## src/rtl/pingpong_input_buffer.sv

```systemverilog
// pingpong_input_buffer
// Two-bank pixel window buffer between the pixel source and the GAN compute
// datapath. One bank fills while compute reads the other. Each window is handed
// to compute with a valid/ack handshake.
// Optional feature macro: PINGPONG_INBUF_DROP_CNT_EN. When defined, it adds a
// saturating 16-bit drop_cnt output that counts stalled in_valid cycles.
module pingpong_input_buffer #(
  parameter int DATA_WIDTH = 8,
  parameter int DEPTH      = 4,
  parameter int CNT_W      = $clog2(DEPTH) + 1
) (
  input  logic                        clk,
  input  logic                        rst,
  input  logic                        clear,
  input  logic                        in_valid,
  input  logic [DATA_WIDTH-1:0]       in_data,
  output logic                        in_ready,
  output logic                        out_valid,
  input  logic                        out_ack,
  output logic [DEPTH*DATA_WIDTH-1:0] out_data,
  output logic                        out_bank,
  output logic [CNT_W-1:0]            wr_level
`ifdef PINGPONG_INBUF_DROP_CNT_EN
  ,
  output logic [15:0]                 drop_cnt
`endif
);

  localparam int AW = $clog2(DEPTH);

  logic [DATA_WIDTH-1:0] bank_q [2][DEPTH];
  logic [1:0]            full_q, full_d;
  logic                  wr_bank_q, wr_bank_d;
  logic                  rd_bank_q, rd_bank_d;
  logic [CNT_W-1:0]      wr_count_q, wr_count_d;

  logic accept;
  logic ack_fire;
  logic last_pix;

  // All handshake outputs come straight from registered state.
  assign in_ready  = ~full_q[wr_bank_q];
  assign out_valid = full_q[rd_bank_q];
  assign out_bank  = rd_bank_q;
  assign wr_level  = wr_count_q;

  assign accept   = in_valid & in_ready;
  assign ack_fire = out_ack & out_valid;
  assign last_pix = (wr_count_q == CNT_W'(DEPTH - 1));

  // Present the whole read bank as one flat word. Pixel 0 is in the low bits.
  always_comb begin
    out_data = '0;
    for (int i = 0; i < DEPTH; i++) begin
      out_data[i*DATA_WIDTH +: DATA_WIDTH] = bank_q[rd_bank_q][i];
    end
  end

  // Compute the next bank flags and pointers.
  // An ack and a fill in the same cycle always touch different banks.
  always_comb begin
    full_d     = full_q;
    wr_bank_d  = wr_bank_q;
    rd_bank_d  = rd_bank_q;
    wr_count_d = wr_count_q;
    if (ack_fire) begin
      full_d[rd_bank_q] = 1'b0;
      rd_bank_d         = ~rd_bank_q;
    end
    if (accept) begin
      if (last_pix) begin
        full_d[wr_bank_q] = 1'b1;
        wr_bank_d         = ~wr_bank_q;
        wr_count_d        = '0;
      end else begin
        wr_count_d = wr_count_q + CNT_W'(1);
      end
    end
  end

  // Update the state and write the pixel.
  // rst and clear both flush the banks, so out_data reads zero afterwards.
  always_ff @(posedge clk) begin
    if (rst || clear) begin
      full_q     <= '0;
      wr_bank_q  <= 1'b0;
      rd_bank_q  <= 1'b0;
      wr_count_q <= '0;
      for (int b = 0; b < 2; b++) begin
        for (int i = 0; i < DEPTH; i++) begin
          bank_q[b][i] <= '0;
        end
      end
    end else begin
      full_q     <= full_d;
      wr_bank_q  <= wr_bank_d;
      rd_bank_q  <= rd_bank_d;
      wr_count_q <= wr_count_d;
      if (accept) begin
        bank_q[wr_bank_q][wr_count_q[AW-1:0]] <= in_data;
      end
    end
  end

`ifdef PINGPONG_INBUF_DROP_CNT_EN
  logic [15:0] drop_q;

  assign drop_cnt = drop_q;

  // Count the cycles where the source offers a pixel but is stalled.
  // The count saturates at 16'hFFFF.
  always_ff @(posedge clk) begin
    if (rst || clear) begin
      drop_q <= '0;
    end else if (in_valid && !in_ready && (drop_q != 16'hFFFF)) begin
      drop_q <= drop_q + 16'd1;
    end
  end
`else
  // Stall counter not built; the core buffer above is unaffected.
`endif

endmodule

```

## config.mk

```make
export PLATFORM = sky130hd
export DESIGN_NAME = pingpong_input_buffer
export DESIGN_NICKNAME = d
export VERILOG_FILES = /design/src/rtl/pingpong_input_buffer.sv
export SDC_FILE = /design/constraint.sdc
export NUM_CORES = 1
export LEC_CHECK = 0
export BUFFER_PORTS_ARGS = -buffer_cell sky130_fd_sc_hd__buf_2
export CAP_MARGIN = 20
export CORE_MARGIN = 1.5
export CORE_UTILIZATION = 44
export DETAILED_ROUTE_END_ITERATION = 12
export PLACE_DENSITY = 0.62
export SLEW_MARGIN = 20
export SYNTH_ARGS = -nofsm -noshare
export SYNTH_HDL_FRONTEND = slang
export SYNTH_SLANG_ARGS = --single-unit
export TNS_END_PERCENT = 50
```

## constraint.sdc

```tcl
create_clock -name clk -period 4.8 [get_ports clk]
set_input_delay 0.48 -clock clk [delete_from_list [all_inputs] [get_ports clk]]
set_output_delay 0.48 -clock clk [all_outputs]
set_load 0.05 [all_outputs]
```

==> Word level (Yosys, flattened, before mapping) <==
Memories as Yosys holds them, arrays and structs flattened. A register that Yosys moved wholly into a read port is not among the register bits.
Cells that the tools add are included.
{ "word_totals": {"ff_bits": 7, "ramBits": 64, "inputBits": 13, "output_inout_bits": 38, "wordCells": 52, "mem_count": 1} }
{ "memory_table": {"columns": ["name", "words", "word_bits", "read_ports", "rd_clocked_by_memory_dff", "write_ports", "line_no", "text"], "rows": [
  ["bank_q", 2, 32, 1, 1, 2, "31", "logic [DATA_WIDTH-1:0] bank_q [2][DEPTH];"]
]} }
{ "op_classes": {"addsub": 1, "order_cmp": 6, "n_eq_ne": 1, "muxes": 24, "n_bitwise": 9, "n_reduce_logical": 6} }
{ "ops": {"columns": ["op", "n"], "rows": [
  ["two-way mux 32 bit", 3],
  ["OR reduction 32 bit", 1],
  ["demux 8 bit (select 2 bit)", 1],
  ["two-way mux 1 bit", 13],
  ["two-way mux 8 bit", 1],
  ["two-way mux 2 bit", 3],
  ["< comparator 1 x 2 -> 1 bit, second input constant", 2],
  ["adder 3 x 1 -> 3 bit, second input constant", 1],
  ["== test 3 x 2 -> 1 bit, second input constant", 1],
  ["greater-or-equal comparator 3 bit, second input constant", 1],
  ["logical AND 1 bit", 3],
  ["< comparator 3 x 1 -> 1 bit, second input constant", 1],
  ["two-way mux 3 bit", 1],
  ["NOT 1 bit", 3],
  ["NOT 2 -> 3 bit", 1],
  ["bitwise AND 1 bit", 2],
  ["bitwise AND 2 bit", 1],
  ["demux 1 bit (select 1 bit)", 2],
  ["greater-or-equal comparator 1 bit, second input constant", 2],
  ["NOT 2 bit", 1],
  ["bitwise OR 2 bit", 1],
  ["AND reduction 2 bit", 1],
  ["logical OR 1 bit", 1]
]} }

==> Depth between registers and ports, before layout <==
{ "depth": {"word_depth": 10, "mapped_depth": 5, "mapped_depth_nobuf": 5} }

==> Least setup slack after synthesis <==
Ideal clock, no wire load.
{ "synth_path": {"kind": "register to output", "startpoint": "register rd_bank_q (netlist: out_bank)", "endpoint": "output port out_valid", "arrival_time_ps": 1698, "required_ps": 4320, "setup_slack_ps": 2622, "stages_incl_launch_ff": 2, "path_buffers": 0, "path_cell_list": "dfxtp_1 -> o21ai_0"} }
{ "synth_between": {"elab_chain_cells": 2} }
{ "synth_rtl": {"columns": ["element", "line_no", "text"], "rows": [
  ["start, declared", "34", "logic rd_bank_q, rd_bank_d;"],
  ["start signal, assigned", "97", "rd_bank_q <= rd_bank_d;"],
  ["two-way mux 1 bit (implied by the code) (2 in series)", "43", "assign out_valid = full_q[rd_bank_q];"],
  ["end, declared", "18", "output logic out_valid,"]
]} }
Every way passes these cells. The select of a mux whose other input is x is not followed.

==> Worst setup path in the final report <==
{ "layout_path": {"startpoint": "register wr_bank_q", "endpoint": "output port in_ready"} }
{ "layout_between": {"elab_chain_cells": 3} }
{ "layout_rtl": {"columns": ["element", "line_no", "text"], "rows": [
  ["start, declared", "33", "logic wr_bank_q, wr_bank_d;"],
  ["start signal, assigned", "96", "wr_bank_q <= wr_bank_d;"],
  ["two-way mux 1 bit (implied by the code) (2 in series)", "42", "assign in_ready = ~full_q[wr_bank_q];"],
  ["NOT 1 bit", "42", null],
  ["end, declared", "17", "output logic in_ready,"]
]} }
Every way passes these cells. The select of a mux whose other input is x is not followed.

==> flow_metrics.tcl <==
set metrics [dict create \
    status "completed" \
    grt_overflow 0 \
    power.internal_uw 1130 \
    cap_violations 0 \
    worstHoldPathType "in -> reg" \
    die_x_um 88.5 \
    finalHoldViolCount 0 \
    synth_cells 223 \
    ctsHoldBuffers 0 \
    place_congestion 0.739 \
    portBuffers 50 \
    clk_transition_reported_paths_ns 0.07 \
    netlist_area_um2 3210 \
    path_class "reg -> out" \
    grt_pass1_vias 1725 \
    p_leak_uw 0.00158 \
    start_util_pct 46.3 \
    fmax_mhz 431 \
    worstPathRequired_ns 4.32 \
    async_flop_share_pct 0 \
    insertion_delay_ns 0.34 \
    final_common_cell "edfxtp_1" \
    drt-total-wl_mm 5.94 \
    synth_edf_count 64 \
    setup.worst_path.end_class "output pin" \
    area_growth_pct 18.4 \
    die-area_um2 7830 \
    grt_max_degree 33 \
    rows 30 \
    grt_pass1_wl_mm 9.04 \
    drt_iter0_drc 63 \
    fin_skew_ns 0.00565 \
    synth-seq-area-share_pct 64.8 \
    synth_seq_cells 72 \
    seq_power_share_pct 49.6 \
    switching_power_uw 315 \
    comb_power_share_pct 8.0 \
    yosys_warnings 0 \
    postRouteAntennaNets 0 \
    syn_nets 240 \
    cp_max_fo 9 \
    grt_use_total_pct 16.2 \
    swShare_pct 21.8 \
    cts.sinks 72 \
    cts_htree_levels 3 \
    slew_headroom_pct 52.6 \
    crit_family "flip-flops" \
    cp_slowest_stage_delay_ns 0.66 \
    maxSlewViolCount 0 \
    p_clk_share_pct 42.5 \
    fin_nets 293 \
    setup_violations 0 \
    antenna_cells 0 \
    setup_tns_ns 0 \
    coreArea_um2 6940 \
    tritoncts "done" \
    synth_ff_type "edfxtp_1" \
    io_pins 51 \
    crit_path_top_delay_cell "dfxtp_1" \
    clock_path_buffers 2 \
    crit_arrival_ns 1.84 \
    holdWs_ns 0.399 \
    grt_antenna_before_repair 0 \
    syn_area_per_cell_um2 14.4 \
    numCtsBuffers 9 \
    irDropWorstVdd_v 0.000164 \
    fin_total_pwr_uw 1450 \
    utilization_pct 54.8 \
    start_kind "flop" \
    dr_total_vias 1839 \
    hpwl_mm 4.23 \
    min_period_over_period_pct 48.3 \
    via_per_inst 4.89 \
    power.density_nw_per_um2 381 \
    fp.dieH_um 88.5 \
    cts_resized 0 \
    drc 0 \
    worstMarginPinSlew_ns 0.709 \
    firstDrtPassIters 4 \
    fin_crit_ns 2.32 \
    rsz0062_at_grt "false" \
    drive_above_1_share_pct 34.6 \
    synth_cell_type_count 29 \
    root_buffer "clkbuf_8" \
    drt-wirelength-per-cell_um 15.8 \
    cp_cell_sequence "mux2_2 -> inv_1 -> buf_2" \
    final_cell_mix "64 x edfxtp_1, 50 x buf_2, 48 x and2_1, 25 x mux2_2, 21 x nand2_1" \
    cts_setup_buffers 0 \
    crit_buf_inv 2 \
]
[logic make-up after synthesis]
group	share of synthesized area, %
muxes	11.6
buffers and inverters	2.06
DFF	64.8
AOI/OAI and AO/OA	2.72
adders and majority gates	1.56
and+or+nand+nor	17.3
[registers in the layout (all words and copies together), names as in the netlist, named ones only]
signal and cells:
bank_q 64, wr_level 3, full_q 2, out_bank 1
wr_bank_q 1
[metal layers]
layer	vias to the layer above	track usage [%]	routed length (um)
met1	878	19.9	2620
met5	-	0	0
met3	10	3.82	271
met4	0	6.82	88
met2	45	27.5	2960
li1	906	-	-
[layout make-up]
cell class	instances	area (um2)
Clock buffer	9	124
Clock inverter	6	133
Fill cell	614	3140
Tap cell	96	120
Inverter	6	22.5
Sequential cell	72	2080
Multi-Input combinational cell	136	1070
Timing Repair Buffer	51	258
[power groups by stage]
| stage | Sequential [uW] | Combinational (uW) | Clock, uW |
|---|---|---|---|
| 3_3_place_gp | 732 | 116 | 0 |
| 6_report | 718 | 115 | 615 |
| 3_5_place_dp | 733 | 117 | 0 |
| 2_1_floorplan | 730 | 83.8 | 0 |
| 5_1_grt | 721 | 123 | 643 |
| 4_1_cts | 719 | 118 | 619 |
[cells in the mapped netlist, types with 2 or more instances]
cell type / instances / area share (%)
a21oi_1: 4 / 0.62
a311oi_1: 2 / 0.55
a31oi_1: 2 / 0.39
and2_1: 48 / 9.3
buf_1: 3 / 0.35
buf_2: 2 / 0.31
clkbuf_1: 3 / 0.35
dfxtp_1: 8 / 5.0
edfxtp_1: 64 / 60
ha_1: 4 / 1.6
inv_1: 6 / 0.70
mux2_1: 8 / 2.8
mux2_2: 25 / 8.8
nand2_1: 21 / 2.5
nor2_1: 2 / 0.23
nor3_2: 2 / 0.62
nor4_1: 2 / 0.39
nor4b_4: 4 / 3.0
o21ai_0: 3 / 0.47
[metrics by stage]
stage               setup slack [ns]  std cells  area (um2)
finish                          2.48        376        3800
global route                    2.40        376        3800
CTS                             2.46        376        3800
detailed placement              2.73        361        3550
global placement                2.74        361        3550
floorplan                       2.62        223        3210
[worst paths after layout]
kind              slack, ns  depth (start not counted)            to         from
setup reg to reg       2.86                          3  bank_q[0][3]    wr_bank_q
setup / recovery       2.48                          3      in_ready    wr_bank_q
hold / removal         0.40                          2      out_bank      out_ack
hold reg to reg        0.47                          2   wr_level[2]  wr_level[2]
(Power assumes the default switching activity.)
